`config.mk`:
```
export PLATFORM = sky130hd
export DESIGN_NAME = dm_write_buffer
export DESIGN_NICKNAME = d
export VERILOG_FILES = /design/src/rtl/dm_write_buffer.sv
export SDC_FILE = /design/constraint.sdc
export NUM_CORES = 1
export LEC_CHECK = 0
export CAP_MARGIN = 20
export CORE_ASPECT_RATIO = 1.5
export CORE_MARGIN = 1.5
export CORE_UTILIZATION = 30
export CTS_BUF_LIST = sky130_fd_sc_hd__clkbuf_4 sky130_fd_sc_hd__clkbuf_8
export DETAILED_ROUTE_END_ITERATION = 7
export SYNTH_ARGS = -nofsm -noshare
export SYNTH_HDL_FRONTEND = slang
export SYNTH_SLANG_ARGS = --single-unit
```
`constraint.sdc`:
```
create_clock -name clk -period 4.2 [get_ports clk]
set_clock_uncertainty 0.1 [all_clocks]
set_input_delay 1.26 -clock clk [delete_from_list [all_inputs] [get_ports clk]]
set_output_delay 1.26 -clock clk [all_outputs]
set_load 0.01 [all_outputs]
```
`src/rtl/dm_write_buffer.sv`:
```
// Posted-write buffer between the CPU data port and a slow handshaked memory; optional load forwarding under WB_FORWARD_EN.
// Stores retire in the cycle they are presented. Loads take one issue cycle plus the memory handshake, or zero cycles on a forward hit.
// dm_stall holds the CPU while the queue is full with no drain ack, or while a load waits for its data.
module dm_write_buffer #(
    parameter int DEPTH = 4,
    parameter int PTR_W = 2,
    parameter int DW    = 32,
    parameter int AW    = 32
) (
    input  logic          clk,
    input  logic          reset,
    input  logic          dm_write,
    input  logic          dm_read,
    input  logic [AW-1:0] write_address_to_dm,
    input  logic [AW-1:0] read_address_to_dm,
    input  logic [DW-1:0] data_to_dm,
    output logic [DW-1:0] data_from_dm,
    output logic          dm_stall,
    output logic          mem_req,
    output logic          mem_we,
    output logic [AW-1:0] mem_addr,
    output logic [DW-1:0] mem_wdata,
    input  logic          mem_ack,
    input  logic [DW-1:0] mem_rdata
);

    localparam int WW = AW - 2;

    localparam logic [1:0] S_IDLE  = 2'd0;
    localparam logic [1:0] S_WRITE = 2'd1;
    localparam logic [1:0] S_READ  = 2'd2;
    localparam logic [1:0] S_RDONE = 2'd3;

    logic [1:0]     state_q, state_d;
    logic [PTR_W:0] wr_ptr_q, rd_ptr_q;
    logic [WW-1:0]  ent_addr_q [DEPTH];
    logic [DW-1:0]  ent_data_q [DEPTH];
    logic [AW-1:0]  mem_addr_q, mem_addr_d;
    logic [DW-1:0]  mem_wdata_q, mem_wdata_d;
    logic [DW-1:0]  data_from_dm_q;
    logic           wr_done_q, wr_done_d;

    logic [PTR_W-1:0] head_idx, tail_idx;
    logic [WW-1:0]    rd_word, wr_word;
    logic             empty, full;
    logic             drain_ack, wr_pending, push, pop;
    logic             fwd_hit, load_ok;

    // Byte offsets play no part in matching or in the memory address.
    logic unused_addr_lsbs;
    assign unused_addr_lsbs = ^{write_address_to_dm[1:0], read_address_to_dm[1:0]};

    assign head_idx = rd_ptr_q[PTR_W-1:0];
    assign tail_idx = wr_ptr_q[PTR_W-1:0];
    assign rd_word  = read_address_to_dm[AW-1:2];
    assign wr_word  = write_address_to_dm[AW-1:2];
    assign empty    = (wr_ptr_q == rd_ptr_q);
    assign full     = (wr_ptr_q[PTR_W] != rd_ptr_q[PTR_W]) &&
                      (wr_ptr_q[PTR_W-1:0] == rd_ptr_q[PTR_W-1:0]);

    assign drain_ack = (state_q == S_WRITE) && mem_ack;
    assign pop       = drain_ack;

    // A store presented together with a stalled load is taken once; the CPU keeps
    // dm_write high until dm_stall drops, so wr_done_q masks the repeats.
    assign wr_pending = dm_write && !wr_done_q;
    assign push       = wr_pending && (!full || drain_ack);

    assign dm_stall = (wr_pending && full && !drain_ack) ||
                      (dm_read && (state_q != S_RDONE) && !fwd_hit);

    assign wr_done_d = dm_stall && (wr_done_q || push);

`ifdef WB_FORWARD_EN
    logic [PTR_W:0]   count;
    logic [PTR_W-1:0] fwd_idx;
    logic             fwd_match;
    logic [DW-1:0]    fwd_dat;

    assign count = wr_ptr_q - rd_ptr_q;

    // Scan oldest to youngest so the youngest matching entry wins; the store arriving this cycle is younger still.
    always_comb begin
        fwd_match = 1'b0;
        fwd_dat   = '0;
        fwd_idx   = '0;
        for (int i = 0; i < DEPTH; i++) begin
            fwd_idx = head_idx + PTR_W'(i);
            if (((PTR_W+1)'(i) < count) && (ent_addr_q[fwd_idx] == rd_word)) begin
                fwd_match = 1'b1;
                fwd_dat   = ent_data_q[fwd_idx];
            end
        end
        if (push && (wr_word == rd_word)) begin
            fwd_match = 1'b1;
            fwd_dat   = data_to_dm;
        end
    end

    // Hits are taken only when no memory read is already in flight for this load.
    assign fwd_hit = dm_read && fwd_match && ((state_q == S_IDLE) || (state_q == S_WRITE));
    // A miss may bypass queued stores, but never a store the CPU has not yet handed over.
    assign load_ok = dm_read && !fwd_hit && !(wr_pending && !push);
`else
    assign fwd_hit = 1'b0;
    // Without forwarding a load must see every earlier store land in memory first.
    assign load_ok = dm_read && empty && !push;
`endif

    // Next-state logic: loads take priority over draining; address/data are captured at issue and held.
    always_comb begin
        state_d     = state_q;
        mem_addr_d  = mem_addr_q;
        mem_wdata_d = mem_wdata_q;
        case (state_q)
            S_IDLE: begin
                if (load_ok) begin
                    state_d    = S_READ;
                    mem_addr_d = {rd_word, 2'b00};
                end else if (!empty) begin
                    state_d     = S_WRITE;
                    mem_addr_d  = {ent_addr_q[head_idx], 2'b00};
                    mem_wdata_d = ent_data_q[head_idx];
                end
            end
            S_WRITE: if (mem_ack) state_d = S_IDLE;
            S_READ:  if (mem_ack) state_d = S_RDONE;
            S_RDONE: state_d = S_IDLE;
            default: state_d = S_IDLE;
        endcase
    end

    // Control state, queue pointers and the memory-side address/data registers.
    always_ff @(posedge clk) begin
        if (reset) begin
            state_q     <= S_IDLE;
            wr_ptr_q    <= '0;
            rd_ptr_q    <= '0;
            mem_addr_q  <= '0;
            mem_wdata_q <= '0;
            wr_done_q   <= 1'b0;
        end else begin
            state_q     <= state_d;
            mem_addr_q  <= mem_addr_d;
            mem_wdata_q <= mem_wdata_d;
            wr_done_q   <= wr_done_d;
            if (push) wr_ptr_q <= wr_ptr_q + (PTR_W+1)'(1);
            if (pop)  rd_ptr_q <= rd_ptr_q + (PTR_W+1)'(1);
        end
    end

    // Entry storage needs no reset: validity comes from the pointers alone.
    always_ff @(posedge clk) begin
        if (push) begin
            ent_addr_q[tail_idx] <= wr_word;
            ent_data_q[tail_idx] <= data_to_dm;
        end
    end

    // Load data register: updated only when a load completes (memory or forward).
    always_ff @(posedge clk) begin
        if (reset) begin
            data_from_dm_q <= '0;
        end else if ((state_q == S_READ) && mem_ack) begin
            data_from_dm_q <= mem_rdata;
        end
`ifdef WB_FORWARD_EN
        else if (fwd_hit) begin
            data_from_dm_q <= fwd_dat;
        end
`endif
    end

    assign mem_req      = (state_q == S_WRITE) || (state_q == S_READ);
    assign mem_we       = (state_q == S_WRITE);
    assign mem_addr     = mem_addr_q;
    assign mem_wdata    = mem_wdata_q;
    assign data_from_dm = data_from_dm_q;

endmodule

```
==> results.yml <==
worst_setup_path:
  crit_end: "dm_stall"
  critical_path.reg2reg.startpoint: "rd_ptr_q[0]$_SDFFE_PP0P_"
  crit_type: "in -> out"
  r2r_cells: 6
  required_ps: 2840
  worstSetupEndpointType: "output port"
  critPathMaxFanout: 2
  worst-endpoint-arrival_ps: 2610
  crit_start: "mem_ack"
  critical_path.reg2reg.endpoint: "mem_wdata[3]$_SDFFE_PP0P_"
  timing.critical_path.from_type: "primary input"
  setup.reg_to_reg.worst_slack_ps: 1350
clock_tree:
  buffers_inserted_during_post_cts_setup_optimization: 0
  buffer_type_at_the_clock_tree_root: "sky130_fd_sc_hd__clkbuf_8"
  tritoncts_clock_tree: "built"
  clock_tree.buffer_depth: 3
  cts_max_level: 2
  cts_sinks: 353
  cts_resized: 1
  postCtsHoldBufs: 0
  clock_insertion_delay_worst_skew_ps: 600
  cts-buffers-inserted: 53
  clock_pin_slew_on_the_worst_setup_and_hold_paths_ps: 70
sta:
  timing.final.crit_share_pct: 94.6
  rsz0062_at_grt: "false"
  hold_viol: 0
  report.final.setup_viol: 0
  final_max_slew_viol_count: 0
  fmaxAchievable_mhz: 252
  post-route-worst-setup-slack_ps: 227
  worst_slew_margin_rel_pct: 47.7
  final.min_clock_period_ps: 3970
  tightest_slew_ps: 785
route:
  vias: 7983
  detail_route.drc_violations: 0
  mean_number_of_vias_per_cell: 4.63
  detail-route-antenna-nets: 0
  first_pass_iters: 4
  routedWlPerCell_um: 18.7
  iteration_0_drc_count_of_the_detailed_router: 350
  total_detailed_routing_wirelength_um: 32300
synth:
  yosys-top-cells-area: "sky130_fd_sc_hd__edfxtp_1 56%, sky130_fd_sc_hd__dfxtp_1 16%, sky130_fd_sc_hd__mux4_2 11%"
  ys_ff_latch: 353
  async_sr_flop_fraction_pct: 0
  synth_edf_count: 248
  ys_types: 32
  post_synthesis_sequential_area_ratio_pct: 72.3
  top_cell_type_s_share_of_synthesized_area_pct: 56.4
  post_synth_most_frequent_cells: "248 x sky130_fd_sc_hd__edfxtp_1, 132 x sky130_fd_sc_hd__nand2_1, 105 x sky130_fd_sc_hd__dfxtp_1, 68 x sky130_fd_sc_hd__a21oi_1, 62 x sky130_fd_sc_hd__mux4_2"
  ys.flop_type: "sky130_fd_sc_hd__edfxtp_1"
  synth_area_mm2: 0.0132
  gate_count_after_technology_mapping: 852
  postSynthAreaPerCell_um2: 15.5
  synth_warnings: 0
  yosys.cell_count.top_type: "sky130_fd_sc_hd__edfxtp_1"
  synth_largest_area_cell: "sky130_fd_sc_hd__edfxtp_1"
die:
  core_region_area_mm2: 0.0436
  die_x_um: 174
  io_pins: 232
  placementRows: 94
  chip_height_um: 260
  fp.dieArea_mm2: 0.0453
  initial_utilization_pct: 30.3
final_layout:
  drive_gt1_share_pct: 16.8
  layout-area-overhead-vs-synth_pct: 32.5
  final.fill_count: 4055
  fin_util_pct: 40.1
  finish.net_count: 1244
  multi_input_area_mm2: 0.00326
  seqCellArea_mm2: 0.00955
  layout.cell_area.non_filler_mm2: 0.0175
status:
  run_status: "complete, no violations"
global_route:
  globalRouteTotalUtil_pct: 13.9
  global_route.overflow_total: 0
  grt_pass1_vias: 8370
  initial_antenna_violation_count: 4
  grt_start_max_net_pins: 62
  global_route_wire_length_before_repair_um: 48000
power:
  power_mw: 9.83
  sw_frac_of_total_pct: 27.4
  power_frac_comb_pct: 22.7
  sequentialPowerShare_pct: 43.9
  internal_power_mw: 7.14
  switch_pwr_mw: 2.69
  cellLeakagePower_nw: 5.72
  power-per-cell-area_mw_per_mm2: 562
  vdd_drop_max_uv: 275
  power.clock.fraction_pct: 33.4
placement:
  placement.cell_area_mm2: 0.0162
  finalWeightedCongestion: 0.758
  number_of_buffers_inserted_by_port_buffering: 225
  detailedPlace.worstSlack_ps: -34.9
  hpwlAfterDp_um: 20200
job:
  maxCapViolCount: 0
worst_hold_path:
  hp-class: "reg -> reg"
power groups by stage:
stage | registers [mW] | clock network (mW) | logic (mW)
detailed placement | 4.39 | 0 | 2.27
CTS | 4.32 | 3.39 | 2.28
floorplan | 4.46 | 0 | 1.13
global placement | 4.38 | 0 | 2.24
finish | 4.31 | 3.28 | 2.24
global route | 4.36 | 3.53 | 2.43
cell families (layout without fill, tap and decap cells):
family                     count (synthesis)  count (layout)  share of synthesized area (%)
DFF                                      353             353                           72.3
other                                      1               5                         0.0284
AOI/OAI and AO/OA                        134             134                           6.02
adders and majority gates                 10              10                          0.948
buffers and inverters                     92             385                           3.17
xor gates and xnor gates                   9               9                          0.597
muxes                                     62              62                           10.6
and+or+nand+nor                          191             191                           6.35
through the flow:
stage	TNS, ps	hold WS, ps	std cells
6_report	0	353	1725
5_1_grt	0	370	1725
4_1_cts	0	354	1722
3_5_place_dp	-34.9	346	1622
3_3_place_gp	-74.0	342	1622
2_1_floorplan	0	378	853
metal layers:
layer  up-vias  global-route usage [%]  routed length (µm)  share of wire [%]
met1      4032                    15.0               12100                 37
met2       194                    26.9               18100                 56
met3        60                    2.24                1260                3.9
met4         2                    5.53                 839                2.6
met5         -                       0                   9              0.028
li1       3695                       -                   -                  -
how the worst min path moves through the flow:
stage,startpoint,to,cells after the start,slack (ps)
after floorplan,wr_done_q$_SDFF_PP0_,wr_done_q$_SDFF_PP0_,2,380
after global placement,data_from_dm[21]$_SDFFE_PP0P_,data_from_dm[21]$_SDFFE_PP0P_,2,340
after detailed placement,mem_wdata[7]$_SDFFE_PP0P_,mem_wdata[7]$_SDFFE_PP0P_,2,350
after CTS,mem_wdata[7]$_SDFFE_PP0P_,mem_wdata[7]$_SDFFE_PP0P_,2,350
after global routing,data_from_dm[28]$_SDFFE_PP0P_,data_from_dm[28]$_SDFFE_PP0P_,2,370
final,data_from_dm[30]$_SDFFE_PP0P_,data_from_dm[30]$_SDFFE_PP0P_,2,350
flip-flops by register name, indices dropped and copies added (netlist names), named ones only:
register,flops
ent_data_q,128
ent_addr_q,120
data_from_dm,32
mem_wdata,32
mem_addr,30
rd_ptr_q,3
wr_ptr_q,3
state_q,2
wr_done_q,1
layout make-up:
type	instances	share of cell area, %
clock inverter	19	1.59
multi-input combinational	408	18.6
tap	576	4.12
timing repair buffer	251	14.6
sequential	353	54.6
clock buffer	81	5.69
antenna	3	0.0429
inverter	34	0.729
worst max-delay path, cell delays in order:
cell,delay [ps]
sky130_fd_sc_hd__clkdlybuf4s50_1,480
sky130_fd_sc_hd__nand2_1,140
sky130_fd_sc_hd__nand4_1,150
sky130_fd_sc_hd__o21ai_0,200
sky130_fd_sc_hd__dlygate4sd2_1,370
cells in the final DEF (no fill, tap or decap), types with 4 or more instances in the layout:
cell / n
sky130_fd_sc_hd__bufinv_16: 7
sky130_fd_sc_hd__inv_1: 34
sky130_fd_sc_hd__clkbuf_4: 19
sky130_fd_sc_hd__dfxtp_1: 102
sky130_fd_sc_hd__a21oi_1: 68
sky130_fd_sc_hd__buf_4: 18
sky130_fd_sc_hd__buf_12: 9
sky130_fd_sc_hd__nand2_1: 132
sky130_fd_sc_hd__clkbuf_8: 62
sky130_fd_sc_hd__xnor2_1: 4
sky130_fd_sc_hd__or3_1: 30
sky130_fd_sc_hd__edfxtp_1: 248
sky130_fd_sc_hd__clkdlybuf4s50_1: 223
sky130_fd_sc_hd__nor2_1: 10
sky130_fd_sc_hd__mux4_2: 62
sky130_fd_sc_hd__ha_1: 10
sky130_fd_sc_hd__o21ai_1: 29
sky130_fd_sc_hd__clkinv_1: 7
sky130_fd_sc_hd__and2_4: 4
sky130_fd_sc_hd__nand2b_1: 4
sky130_fd_sc_hd__a221oi_1: 30
sky130_fd_sc_hd__xor2_1: 5
(Power assumes the default switching activity.)
